--- src/rtl/mem_access_stage_if.sv ---
// Data-memory bus between the M stage (master) and the data memory (slave).
// The request fields are held stable while dm_req is high.
// dm_ack is a single-cycle completion strobe that qualifies dm_rdata.
interface mem_access_stage_if #(
  parameter int DATA_WIDTH = 32
);
  logic                  dm_req;
  logic                  dm_we;
  logic [DATA_WIDTH-1:0] dm_addr;
  logic [DATA_WIDTH-1:0] dm_wdata;
  logic [3:0]            dm_be;
  logic [DATA_WIDTH-1:0] dm_rdata;
  logic                  dm_ack;

  modport master (
    output dm_req, dm_we, dm_addr, dm_wdata, dm_be,
    input  dm_rdata, dm_ack
  );

  modport slave (
    input  dm_req, dm_we, dm_addr, dm_wdata, dm_be,
    output dm_rdata, dm_ack
  );
endinterface

--- src/rtl/mem_access_stage.sv ---
// Memory-access stage: word/byte loads and stores over a req/ack bus, drives MEM/WB.
// Latency: 1 edge for non-memory ops, 2+N edges for accesses (N = REQ cycles).
// Backpressure: StallM freezes upstream from presentation until DONE; MEM_TIMEOUT_EN adds a REQ watchdog.
module mem_access_stage #(
  parameter int DATA_WIDTH     = 32,  // byte-lane logic assumes exactly 4 lanes
  parameter int TIMEOUT_CYCLES = 16
) (
  input  logic                  clk,
  input  logic                  rst,
  input  logic                  RegWriteM,
  input  logic                  MemWriteM,
  input  logic                  StSrcM,
  input  logic                  LdSrcM,
  input  logic [1:0]            ResultSrcM,
  input  logic [DATA_WIDTH-1:0] ALUResultM,
  input  logic [DATA_WIDTH-1:0] WriteDataM,
  input  logic [DATA_WIDTH-1:0] PC_PlusM,
  input  logic [4:0]            RdM,
  mem_access_stage_if.master    dm,
  output logic                  StallM,
  output logic                  MemErr,
  output logic                  RegWriteW,
  output logic [1:0]            ResultSrcW,
  output logic [DATA_WIDTH-1:0] ALUResultW,
  output logic [DATA_WIDTH-1:0] ReadDataW,
  output logic [DATA_WIDTH-1:0] PC_PlusW,
  output logic [4:0]            RdW
);

  typedef enum logic [1:0] {IDLE, REQ, DONE} state_t;

  state_t state_q, state_d;
  logic   stall;

  logic   access, start, ack_hit;
  logic   to_hit, to_q;

  logic                  we_q;
  logic [DATA_WIDTH-1:0] addr_q;
  logic [DATA_WIDTH-1:0] wdata_q;
  logic [3:0]            be_q;
  logic [1:0]            off_q;
  logic                  ld_byte_q;
  logic [DATA_WIDTH-1:0] rdata_q;

  assign access  = MemWriteM | (ResultSrcM == 2'b01);
  assign start   = (state_q == IDLE) && access;
  // An ack is only meaningful while the request is outstanding.
  assign ack_hit = (state_q == REQ) && dm.dm_ack;

  // State register; reset drops REQ (and hence dm_req) immediately.
  always_ff @(posedge clk or posedge rst) begin
    if (rst) state_q <= IDLE;
    else     state_q <= state_d;
  end

  // Next-state and stall decode.
  always_comb begin
    state_d = state_q;
    stall   = 1'b0;
    case (state_q)
      IDLE: begin
        if (access) begin
          stall   = 1'b1;
          state_d = REQ;
        end
      end
      REQ: begin
        stall = 1'b1;
        if (dm.dm_ack || to_hit) state_d = DONE;
      end
      DONE:    state_d = IDLE;
      default: state_d = IDLE;
    endcase
  end

  assign StallM    = stall & ~rst;
  assign dm.dm_req = (state_q == REQ);
  assign dm.dm_we    = we_q;
  assign dm.dm_addr  = addr_q;
  assign dm.dm_wdata = wdata_q;
  assign dm.dm_be    = be_q;

  // Latch the bus request when an access leaves IDLE; held stable through REQ.
  always_ff @(posedge clk or posedge rst) begin
    if (rst) begin
      we_q      <= 1'b0;
      addr_q    <= '0;
      wdata_q   <= '0;
      be_q      <= 4'b0000;
      off_q     <= 2'b00;
      ld_byte_q <= 1'b0;
    end else if (start) begin
      we_q      <= MemWriteM;
      addr_q    <= {ALUResultM[DATA_WIDTH-1:2], 2'b00};
      off_q     <= ALUResultM[1:0];
      ld_byte_q <= LdSrcM;
      if (MemWriteM && StSrcM) begin
        // Byte store: replicate the byte on all lanes, enable only the addressed one.
        be_q    <= 4'b0001 << ALUResultM[1:0];
        wdata_q <= {4{WriteDataM[7:0]}};
      end else begin
        be_q    <= 4'b1111;
        wdata_q <= MemWriteM ? WriteDataM : '0;
      end
    end
  end

  // Capture formatted read data on ack; writes and aborted accesses leave zero.
  always_ff @(posedge clk or posedge rst) begin
    if (rst) begin
      rdata_q <= '0;
    end else if (start) begin
      rdata_q <= '0;
    end else if (ack_hit && !we_q) begin
      if (ld_byte_q) rdata_q <= {{(DATA_WIDTH-8){1'b0}}, dm.dm_rdata[{off_q, 3'b000} +: 8]};
      else           rdata_q <= dm.dm_rdata;
    end
  end

`ifdef MEM_TIMEOUT_EN
  localparam int TO_W = (TIMEOUT_CYCLES < 2) ? 1 : $clog2(TIMEOUT_CYCLES);

  logic [TO_W-1:0] to_cnt;

  // Final unacknowledged REQ cycle; a same-cycle ack takes precedence.
  assign to_hit = (state_q == REQ) && !dm.dm_ack && (to_cnt == TO_W'(TIMEOUT_CYCLES - 1));

  // Watchdog: counts unacknowledged REQ cycles, remembers an abort, pulses MemErr in DONE.
  always_ff @(posedge clk or posedge rst) begin
    if (rst) begin
      to_cnt <= '0;
      to_q   <= 1'b0;
      MemErr <= 1'b0;
    end else begin
      MemErr <= to_hit;
      if (start) begin
        to_cnt <= '0;
        to_q   <= 1'b0;
      end else if ((state_q == REQ) && !dm.dm_ack) begin
        to_cnt <= to_cnt + 1'b1;
        to_q   <= to_hit;
      end
    end
  end
`else
  assign to_hit = 1'b0;
  assign to_q   = 1'b0;
  assign MemErr = 1'b0;
`endif

  // MEM/WB register: pass-through in IDLE, bubble on access start, load result in DONE.
  always_ff @(posedge clk or posedge rst) begin
    if (rst) begin
      RegWriteW  <= 1'b0;
      ResultSrcW <= 2'b00;
      ALUResultW <= '0;
      ReadDataW  <= '0;
      PC_PlusW   <= '0;
      RdW        <= 5'd0;
    end else begin
      case (state_q)
        IDLE: begin
          if (access) begin
            RegWriteW <= 1'b0;
          end else begin
            RegWriteW  <= RegWriteM;
            ResultSrcW <= ResultSrcM;
            ALUResultW <= ALUResultM;
            ReadDataW  <= '0;
            PC_PlusW   <= PC_PlusM;
            RdW        <= RdM;
          end
        end
        DONE: begin
          RegWriteW  <= RegWriteM & ~to_q;
          ResultSrcW <= ResultSrcM;
          ALUResultW <= ALUResultM;
          ReadDataW  <= rdata_q;
          PC_PlusW   <= PC_PlusM;
          RdW        <= RdM;
        end
        default: ;
      endcase
    end
  end

endmodule
--- src/flat_wrapper.sv ---
// flat-port wrapper written by rule: the top's interface ports become plain ports
module mem_access_stage_flat 
#(
  parameter int DATA_WIDTH     = 32,                                            
  parameter int TIMEOUT_CYCLES = 16
)
  (clk, rst, RegWriteM, MemWriteM, StSrcM, LdSrcM, ResultSrcM, ALUResultM, WriteDataM, PC_PlusM, RdM, StallM, MemErr, RegWriteW, ResultSrcW, ALUResultW, ReadDataW, PC_PlusW, RdW, dm_dm_req, dm_dm_we, dm_dm_addr, dm_dm_wdata, dm_dm_be, dm_dm_rdata, dm_dm_ack);
  mem_access_stage_if #(.DATA_WIDTH(DATA_WIDTH)) dm_i ();
  input  logic clk;
  input  logic rst;
  input  logic RegWriteM;
  input  logic MemWriteM;
  input  logic StSrcM;
  input  logic LdSrcM;
  input  logic [1:0] ResultSrcM;
  input  logic [DATA_WIDTH-1:0] ALUResultM;
  input  logic [DATA_WIDTH-1:0] WriteDataM;
  input  logic [DATA_WIDTH-1:0] PC_PlusM;
  input  logic [4:0] RdM;
  output logic StallM;
  output logic MemErr;
  output logic RegWriteW;
  output logic [1:0] ResultSrcW;
  output logic [DATA_WIDTH-1:0] ALUResultW;
  output logic [DATA_WIDTH-1:0] ReadDataW;
  output logic [DATA_WIDTH-1:0] PC_PlusW;
  output logic [4:0] RdW;
  output wire logic [$bits(dm_i.dm_req)-1:0] dm_dm_req;
  output wire logic [$bits(dm_i.dm_we)-1:0] dm_dm_we;
  output wire logic [$bits(dm_i.dm_addr)-1:0] dm_dm_addr;
  output wire logic [$bits(dm_i.dm_wdata)-1:0] dm_dm_wdata;
  output wire logic [$bits(dm_i.dm_be)-1:0] dm_dm_be;
  input wire logic [$bits(dm_i.dm_rdata)-1:0] dm_dm_rdata;
  input wire logic [$bits(dm_i.dm_ack)-1:0] dm_dm_ack;
  assign dm_dm_req = dm_i.dm_req;
  assign dm_dm_we = dm_i.dm_we;
  assign dm_dm_addr = dm_i.dm_addr;
  assign dm_dm_wdata = dm_i.dm_wdata;
  assign dm_dm_be = dm_i.dm_be;
  assign dm_i.dm_rdata = dm_dm_rdata;
  assign dm_i.dm_ack = dm_dm_ack;
  mem_access_stage #(.DATA_WIDTH(DATA_WIDTH), .TIMEOUT_CYCLES(TIMEOUT_CYCLES)) u_core (.clk(clk), .rst(rst), .RegWriteM(RegWriteM), .MemWriteM(MemWriteM), .StSrcM(StSrcM), .LdSrcM(LdSrcM), .ResultSrcM(ResultSrcM), .ALUResultM(ALUResultM), .WriteDataM(WriteDataM), .PC_PlusM(PC_PlusM), .RdM(RdM), .dm(dm_i), .StallM(StallM), .MemErr(MemErr), .RegWriteW(RegWriteW), .ResultSrcW(ResultSrcW), .ALUResultW(ALUResultW), .ReadDataW(ReadDataW), .PC_PlusW(PC_PlusW), .RdW(RdW));
endmodule
--- config.mk ---
export PLATFORM = sky130hd
export DESIGN_NAME = mem_access_stage_flat
export DESIGN_NICKNAME = d
export VERILOG_FILES = /design/src/rtl/mem_access_stage_if.sv /design/src/rtl/mem_access_stage.sv /design/src/flat_wrapper.sv
export SDC_FILE = /design/constraint.sdc
export NUM_CORES = 1
export LEC_CHECK = 0
export BUFFER_PORTS_ARGS = -buffer_cell sky130_fd_sc_hd__buf_2
export CAP_MARGIN = 20
export CORE_MARGIN = 2
export CORE_UTILIZATION = 45
export CTS_BUF_LIST = sky130_fd_sc_hd__clkbuf_2 sky130_fd_sc_hd__clkbuf_4 sky130_fd_sc_hd__clkbuf_8
export DETAILED_ROUTE_END_ITERATION = 12
export PLACE_DENSITY_LB_ADDON = 0.15
export SLEW_MARGIN = 40
export SYNTH_ARGS = -nofsm -noshare
export SYNTH_HDL_FRONTEND = slang
export SYNTH_SLANG_ARGS = --single-unit
--- constraint.sdc ---
create_clock -name clk -period 6.5 [get_ports clk]
set_clock_uncertainty 0.1 [all_clocks]
set_input_delay 0.325 -clock clk [delete_from_list [all_inputs] [get_ports clk]]
set_output_delay 0.325 -clock clk [all_outputs]
set_load 0.05 [all_outputs]
==> results of run 1 <==
==> cell type report <==
| cell class | count | share of cell area (%) |
|---|---|---|
| flip-flops and latches | 208 | 43.4 |
| multi-input cells | 421 | 25.0 |
| repair buffers | 429 | 22.6 |
| clock buffers | 61 | 6.11 |
| well taps | 234 | 2.44 |
| inverters | 6 | 0.292 |
| clock inverters | 3 | 0.146 |
==> metrics by stage <==
stage               hold slack (ns)  instance area, µm²
finish                       0.0269               12000
global route                 0.0105               12000
CTS                         0.00243               12000
detailed placement            0.358               10200
global placement              0.345               10100
floorplan                     0.311                8470
==> timing repair <==
action | CTS | global route
gates resized for setup | 0 | 0
hold buffers | 108 | 0
endpoints found under the hold margin | 275 | 0
==> path summary, 6_finish.rpt <==
path	slack [ns]	depth (start not counted)	end	startpoint
max	4.11	7	u_core.RdW[1]$_DFFE_PP0P_	ResultSrcM[0]
min	0.03	3	u_core.rdata_q[3]$_DFFE_PP0P_	dm_dm_rdata[3]
max reg2reg	4.27	3	u_core.RdW[1]$_DFFE_PP0P_	u_core.state_q[1]$_DFFE_PP0P_
min in group asynchronous	0.38	3	u_core.RdW[3]$_DFFE_PP0P_	rst
max in group asynchronous	4.76	4	u_core.dm.dm_addr[6]$_DFFE_PP0P_	rst
min reg2reg	0.37	1	u_core.ReadDataW[25]$_DFFE_PP0P_	u_core.rdata_q[25]$_DFFE_PP0P_
==> layout by cell type (no fill, tap or decap), drive strengths merged, types with 7 or more instances in the layout <==
cell / instances
a21oi: 26
a22o: 33
and2: 9
buf: 321
clkbuf: 61
dfrtp: 208
dlygate4sd3: 108
mux2: 103
nand2: 73
nand3: 34
nand3b: 25
nor2: 9
nor2b: 27
o21ai: 59
o22ai: 8
or3: 7
==> layer usage <==
metal | share of wire, % | up-vias | wire length [µm] | track usage, %
li1 | - | 3225 | - | -
met1 | 42 | 3340 | 10100 | 31.0
met2 | 48 | 270 | 11600 | 39.0
met3 | 6.8 | 51 | 1630 | 6.59
met4 | 3.0 | 0 | 715 | 9.05
met5 | 0 | - | 0 | 0
==> report_power, final <==
part	total (mW)	switching, mW	internal (mW)
clock	1.23	0.522	0.708
sequential	2.21	0.348	1.86
combinational	3.50	2.54	0.954
total	6.93	3.41	3.52
==> worst reg2reg max path, stage by stage (launching register included) <==
cell and delay, ns:
dfrtp_1 0.53, o21a_2 0.56, buf_4 0.50, mux2_2 0.41
==> kinds of logic (layout without fill, tap and decap cells) <==
| family | after synthesis | count (layout) | synth area share (%) |
|---|---|---|---|
| AOI/OAI and AO/OA | 129 | 129 | 9.49 |
| muxes | 104 | 104 | 14.2 |
| buffers and inverters | 58 | 499 | 3.37 |
| DFF | 208 | 208 | 61.5 |
| other | 1 | 3 | 0.0443 |
| and+or+nand+nor | 185 | 185 | 11.4 |
==> flip-flops by register name, indices dropped and copies added, names as in the netlist <==
name,flops
u_core.PC_PlusW,32
u_core.RdW,5
u_core.ResultSrcW,2
u_core.dm.dm_be,4
u_core.dm.dm_wdata,32
u_core.state_q,2
u_core.RegWriteW,1
u_core.ALUResultW,32
u_core.ReadDataW,32
u_core.dm.dm_we,1
u_core.ld_byte_q,1
u_core.dm.dm_addr,30
u_core.off_q,2
u_core.rdata_q,32
==> metrics, run 1 <==
status finished, final reports clean; share of cells above drive strength 1 44.2%; die area 19900 µm²; PnR Total Power 6.93 mW; Post-synth EDFFs 0; CORE AREA 18600 µm²; P per Cell Area 578 nW/µm²; HP Class input port to register; total CTS buffers 37; routed wire length 24000 µm; Synth top cells by count dfrtp_1, mux2_2, nand2_1; Initial DRC Count 376; Startpoint Class input port; Yosys warnings 0; Critical Path, Cell by Cell dlygate4sd3_1, buf_2, nor2b_4, nor2_2, o21a_2, buf_4, mux2_2; Max stage delay cell, worst path dlygate4sd3_1; final hold violations 0; clk root buf clkbuf_8; FF+latch area 5200 µm²; setup violators final 0; Area Growth Syn to Fin 41.7%; Max clock buf depth 3; VDD IR-drop max 0.000432 V; H-tree lvl count 2; area occupied by multi-input gates 3000 µm²; final core occ 64.5%; Top delay family on crit path buffers and inverters; Static Leak 6.00 nW; Netlist cell types 34; pre-CTS WS 3.92 ns; Die H 141 µm; Worst Path Arrival 2.69 ns; fraction of synthesized cell area taken by the top area cell type 61.5%; Buffers & Inverters on Critical Path 3; placed insts 1190; synthesized area 8460 µm²; TritonCTS clock tree yes; Starting Density 45.6%; Cells after Synth 685; Via-to-Cell Ratio 5.06; Max Fclk 418 MHz; vias in the first global route 7225; Relative slew margins 52.1%; kind of critical path input port to register; initial antenna violation count 0; nets 1245; Vias 6886; port bufs 314; top cells by area, synth dfrtp_1, mux2_2, a22o_1; max cap viols 0; Clk Latency, worst-skew pair 0.52 ns; fill count 1464; CP peak stage delay 0.52 ns; Final HPWL DP 15100 µm; Yosys reg bits 208; pins over their slew limit 0; unrepaired setup endpoints after global routing false; drt first pass iters 4; post-CTS setup buffers 0; Mapped Avg Cell Area 12.4 µm²; final std cells w/o fill 1362; antenna viol nets, final 0; DR WL/cell 17.6 µm; routability cong. 0.810; overall global routing resource usage 24.0%; # IOs 318; Worst Setup Slack, final 4.11 ns; Sinks on Clock Net 208; Synth Flop Type dfrtp_1; first-pass GRT wire length 37900 µm; final period utilization 36.8%; crit path max fanout 28; Critical Path RT 6.79 ns; clk slew on worst S/H paths 0.06 ns; fin crit period 2.39 ns; # DRC 0; Die Wd 141 µm; grt ovf 0; cell taking the most area after synthesis dfrtp_1; register area share after synthesis 61.5%; largest net degree at the start of global routing 139; top-count cell post-synth dfrtp_1; setup_tns 0 ns; ant diodes 0; crit end category register; asr flop ratio synth 100%; Tightest Pin Transition 0.718 ns; FP Rows 50
(Power assumes the default switching activity.)
==> run 2: changes to the inputs <==
==> constraint.sdc (replaced) <==
create_clock -name clk -period 2.4 [get_ports clk]
set_clock_uncertainty 0.1 [all_clocks]
set_input_delay 0.12 -clock clk [delete_from_list [all_inputs] [get_ports clk]]
set_output_delay 0.12 -clock clk [all_outputs]
set_load 0.05 [all_outputs]
==> run 2 against run 1 <==
Sequential share of layout area shrank 1.8 points. Global-route usage increased by 0.95 points. Clock power rose to 2.7 times the previous value. Die area unchanged. Worst setup slack worse by 3.9 ns. Critical path depth is 1 lower. Total power increased to 2.7 times the previous value. Hold slack improved by 0.047 ns. Cell count increased by 3.5%. Register-to-register slack worse by 4.1 ns. Combinational power grew to 2.8 times the previous value. Highest routed layer unchanged.
==> metrics, run 2 (same netlist as run 1, synthesis figures left out) <==
Initial DRC Count 381; post-CTS setup buffers 0; Max clock buf depth 3; routability cong. 0.826; CORE AREA 18600 µm²; met2 wire length 12200 µm; M1 WL 10400 µm; Vias 7136; antenna viol nets, final 0; # IOs 318; initial antenna violation count 0; Sinks on Clock Net 208; Critical Path RT 2.68 ns; clk slew on worst S/H paths 0.06 ns; share of cells above drive strength 1 43.7%; grt ovf 0; setup slack, reg-to-reg 0.20 ns; fill count 1423; ant diodes 0; largest net degree at the start of global routing 76; most frequent cells in the layout buf_2, dfrtp_1, dlygate4sd3_1, mux2_2, nand2_1; r2r startpoint u_core.state_q[1]$_DFFE_PP0P_; FP Rows 50; fin crit period 2.20 ns; PnR Total Power 18.9 mW; Startpoint Class register; drt first pass iters 4; Worst Path Arrival 2.48 ns; placed inst area 10300 µm²; port bufs 314; max cap viols 0; Clk Latency, worst-skew pair 0.50 ns; final instance area 12500 µm²; routed wire length 25100 µm; die area 19900 µm²; Tightest Pin Transition 0.572 ns; kind of critical path register to register; Via-to-Cell Ratio 5.06; Relative slew margins 61.9%; pins over their slew limit 0; Max Fclk 455 MHz; Max stage delay cell, worst path dlygate4sd3_1; DR WL/cell 17.8 µm; Die H 141 µm; Area Growth Syn to Fin 47.8%; P per Cell Area 1510 nW/µm²; clk root buf clkbuf_8; Die Wd 141 µm; CP peak stage delay 0.55 ns; status finished, final reports clean; Static Leak 6.24 nW; crit path max fanout 75; # DRC 0; first-pass GRT wire length 39300 µm; post_cts resized 0; setup_tns 0 ns; unrepaired setup endpoints after global routing false; VDD IR-drop max 0.00118 V; Critical Path, Cell by Cell nor2_4, o21ai_4, buf_12, a21oi_1, a21oi_1, dlygate4sd3_1; overall global routing resource usage 25.0%; WL met3 1810 µm; total CTS buffers 37; DR top layer met4; crit end category register; nets 1293; Final HPWL DP 16000 µm; final period utilization 91.5%; Starting Density 45.6%; TritonCTS clock tree yes; Buffers & Inverters on Critical Path 2; HP Class input port to register; leading cell type in the layout, fill and taps excluded buf_2; vias in the first global route 7417; CP Launch Point u_core.state_q[1]$_DFFE_PP0P_; Top delay family on crit path buffers and inverters; H-tree lvl count 2; setup violators final 0; final core occ 67.3%; final hold violations 0; min-delay src dm_dm_rdata[0]; CP most frequent cell a21oi_1
[run 2: path summary, 6_finish.rpt]
kind                                                endpoint  cells after the start
max                            u_core.rdata_q[2]$_DFFE_PP0P_                      6
min                            u_core.rdata_q[0]$_DFFE_PP0P_                      5
max reg2reg                    u_core.rdata_q[2]$_DFFE_PP0P_                      6
min reg2reg                u_core.dm.dm_wdata[0]$_DFFE_PP0P_                      2
max in group asynchronous  u_core.dm.dm_addr[31]$_DFFE_PP0P_                      5
min in group asynchronous      u_core.state_q[1]$_DFFE_PP0P_                      3
[run 2: per-layer routing]
layer	global-route usage, %	vias to the layer above
li1	-	3319
met1	32.4	3455
met2	40.9	307
met3	6.52	55
met4	8.58	0
met5	0	-
[run 2: metrics by stage]
step	hold WS, ns	setup WS [ns]	cells
floorplan	0.106	-0.520	687
global placement	0.208	0.703	1205
detailed placement	0.210	0.663	1205
CTS	0.0266	0.200	1408
global route	0.116	0.0926	1409
finish	0.0735	0.203	1409
[run 2: tightest hold or removal path, stage by stage]
cell and delay, ns:
buf_2 0.08, inv_1 0.06, o22ai_1 0.15, a21oi_1 0.08, o21ai_0 0.15
[run 2: what timing repair did]
action | 4_1_cts | 5_1_grt
setup endpoints to repair | 0 | 0
hold buffers | 140 | 0
hold endpoints to repair | 196 | 0
[run 2: final cells by class]
class,count,area [µm²],share of cell area [%]
flip-flops and latches,208,5200,41.6
repair buffers,477,3250,26.0
multi-input cells,421,3000,23.9
clock buffers,59,712,5.69
well taps,234,293,2.34
inverters,6,26.3,0.210
clock inverters,4,22.5,0.180
[run 2: power breakdown]
part / switching, mW / leakage, nW / internal [mW] / total [mW]
logic: 7.02 / 3.24 / 2.75 / 9.77
registers: 0.870 / 2.61 / 5.04 / 5.91
clock network: 1.40 / 0.395 / 1.87 / 3.27
total: 9.29 / 6.24 / 9.66 / 18.9
==> run 3: changes to the inputs <==
--- a/config.mk
+++ b/config.mk
@@ -5,6 +5,7 @@
 export SDC_FILE = /design/constraint.sdc
 export NUM_CORES = 1
 export LEC_CHECK = 0
+export ABC_AREA = 1
 export BUFFER_PORTS_ARGS = -buffer_cell sky130_fd_sc_hd__buf_2
 export CAP_MARGIN = 20
 export CORE_MARGIN = 2
@@ -12,7 +13,6 @@
 export CTS_BUF_LIST = sky130_fd_sc_hd__clkbuf_2 sky130_fd_sc_hd__clkbuf_4 sky130_fd_sc_hd__clkbuf_8
 export DETAILED_ROUTE_END_ITERATION = 12
 export PLACE_DENSITY_LB_ADDON = 0.15
-export SLEW_MARGIN = 40
 export SYNTH_ARGS = -nofsm -noshare
 export SYNTH_HDL_FRONTEND = slang
 export SYNTH_SLANG_ARGS = --single-unit
==> run 3 against run 2 <==
Sequential power down 1%. Area after synthesis up 3.1%. Clock power about the same. Combinational power rose by 1%. Clock-buffer cell count down 5. Register-to-register slack gained 0.05 ns. Sequential share of layout area down 0.58 points. Core utilization down 0.18 points. Hold slack improved by 0.0022 ns. Cell count rose by 23%. Worst setup slack gained 0.014 ns. Critical path depth down 1. Largest cell class unchanged. Highest routed layer unchanged.
==> metrics, run 3 <==
routability cong. 0.878; CP Launch Point u_core.state_q[0]$_DFFE_PP0P_; switching power 9.87 mW; ant diodes 0; Clk Latency, worst-skew pair 0.52 ns; Die H 143 µm; PnR Total Power 19.0 mW; post-synthesis mux area share 0%; unrepaired setup endpoints after global routing false; share of cells above drive strength 1 28.8%; Cells after Synth 986; setup slack, reg-to-reg 0.25 ns; total CTS buffers 36; largest family of logic cells by synthesized area simple AND/OR/NAND/NOR gates; routed wire length 27100 µm; initial antenna violation count 0; post-synthesis simple-gate area fraction 23.8%; die area 20500 µm²; HP Class input port to async pin; H-tree lvl count 2; r2r startpoint u_core.state_q[0]$_DFFE_PP0P_; Max clock buf depth 3; Startpoint Class register; grt ovf 0; post-CTS setup buffers 0; pre-CTS WS 0.267 ns; Static Leak 6.96 nW; Fin Hold WS 0.0757 ns; kind of critical path register to output port; most frequent cells in the layout nand2_1, buf_2, dfrtp_1, dlygate4sd3_1, o21ai_0; # IOs 318; post-synthesis xor/xnor area fraction 0%; antenna viol nets, final 0; Initial DRC Count 411; overall global routing resource usage 25.2%; register area share after synthesis 59.6%; Post-synth EDFFs 0; clock power share 17.2%; Worst Path Arrival 1.96 ns; Worst Setup Slack, final 0.217 ns; cell taking the most area after synthesis dfrtp_1; TritonCTS clock tree yes; met2 wire length 13000 µm; Via-to-Cell Ratio 4.81; synthesized area 8730 µm²; largest net degree at the start of global routing 149; FP Rows 50; fin crit period 2.18 ns; Area Growth Syn to Fin 45.3%; adder-cell share of the synthesized area 0%; WL met3 2050 µm; Tightest Pin Transition 0.785 ns; Max Fclk 458 MHz; first-pass GRT wire length 41000 µm; Sinks on Clock Net 208; crit end category output port; Die Wd 143 µm; net switching share of the total power 52.1%; worst reg2reg path endpoint u_core.dm.dm_wdata[3]$_DFFE_PP0P_; P per Cell Area 1500 nW/µm²; setup violators final 0; final std cells w/o fill 1727; fill count 1533; Relative slew margins 47.5%; port bufs 314; clk root buf clkbuf_8; placed insts 1518; nets 1588; Yosys reg bits 208; clk slew on worst S/H paths 0.06 ns; Netlist cell types 23; # DRC 0; VDD IR-drop max 0.000778 V; max cap viols 0; Starting Density 46.2%; Internal 9.10 mW; top-count cell post-synth nand2_1; Synth top cells by count nand2_1, dfrtp_1, o21ai_0; DR top layer met4; Vias 8303; M1 WL 11100 µm; final hold violations 0; vias in the first global route 8265; CP endpoint StallM; sequential group share of total power 30.7%; final period utilization 91.0%; Synth Flop Type dfrtp_1; Critical Path RT 2.18 ns; Final HPWL DP 16800 µm; Synth Area in Compound Gates 8.66%; status finished, final reports clean; top cells by area, synth dfrtp_1, nand2_1, o21ai_0; crit path max fanout 74; asr flop ratio synth 100%; r2r worst-path depth 7; Comb pwr share 52.0%; drt first pass iters 5; pins over their slew limit 0; Yosys warnings 0; leading cell type in the layout, fill and taps excluded nand2_1; CORE AREA 18900 µm²; Mapped Avg Cell Area 8.85 µm²; fraction of synthesized cell area taken by the top area cell type 59.6%; DR WL/cell 15.7 µm
## run 3: layout make-up
| cell class | count | area [µm²] | area share, % |
|---|---|---|---|
| Clock buffer | 54 | 668 | 5.27 |
| Clock inverter | 5 | 55.1 | 0.434 |
| Inverter | 80 | 307 | 2.42 |
| Multi-Input combinational cell | 644 | 2850 | 22.5 |
| Sequential cell | 208 | 5200 | 41.0 |
| Tap cell | 260 | 325 | 2.56 |
| Timing Repair Buffer | 476 | 3280 | 25.8 |
## run 3: critical path: stages, from the launching register on
cell	delay, ns
dfrtp_1	0.41
nor2_1	0.20
nand2_4	0.12
buf_16	0.25
a21oi_1	0.21
clkbuf_4	0.27
## run 3: kinds of logic (layout without fill, tap and decap cells)
logic type / Yosys count / count (layout)
flip-flops: 208 / 208
AO/OA/AOI/OAI: 134 / 134
AND/OR/NAND/NOR: 507 / 507
buffers and inverters: 136 / 615
other: 1 / 3
## run 3: how the worst min path moves through the flow
stage          startpoint                              to
3_3_place_gp          rst   u_core.state_q[0]$_DFFE_PP0P_
5_1_grt               rst   u_core.state_q[0]$_DFFE_PP0P_
4_1_cts               rst  u_core.rdata_q[29]$_DFFE_PP0P_
2_1_floorplan   dm_dm_ack   u_core.state_q[0]$_DFFE_PP0P_
6_report              rst  u_core.rdata_q[29]$_DFFE_PP0P_
3_5_place_dp          rst   u_core.state_q[0]$_DFFE_PP0P_
## run 3: through the flow
step / cell area [µm²] / util, % / TNS (ns)
6_report: 12700 / 67.1 / 0
4_1_cts: 12600 / 66.9 / 0
2_1_floorplan: 8740 / - / -108.21
3_3_place_gp: 10400 / 55.2 / 0
5_1_grt: 12700 / 67.1 / 0
3_5_place_dp: 10400 / 55.2 / 0
## run 3: timing repair
action / in CTS / in global routing
endpoints found under the hold margin: 384 / 0
hold buffers: 149 / 0
endpoints found under the setup margin: 0 / 1
gates resized for setup: 0 / 2
## run 3: routing by layer
| metal | track usage (%) | vias up |
|---|---|---|
| met5 | 0 | - |
| met4 | 11.0 | 0 |
| met3 | 6.67 | 79 |
| met2 | 41.7 | 330 |
| met1 | 31.3 | 3891 |
| li1 | - | 4003 |
## run 3: power groups by stage
stage	sequential (mW)	combinational [mW]	clock [mW]
after global placement	5.82	9.49	0
after CTS	5.81	9.79	3.36
after detailed placement	5.86	9.57	0
final	5.83	9.87	3.27
after global routing	6.01	10.5	3.50
after floorplan	10.1	3.07	0
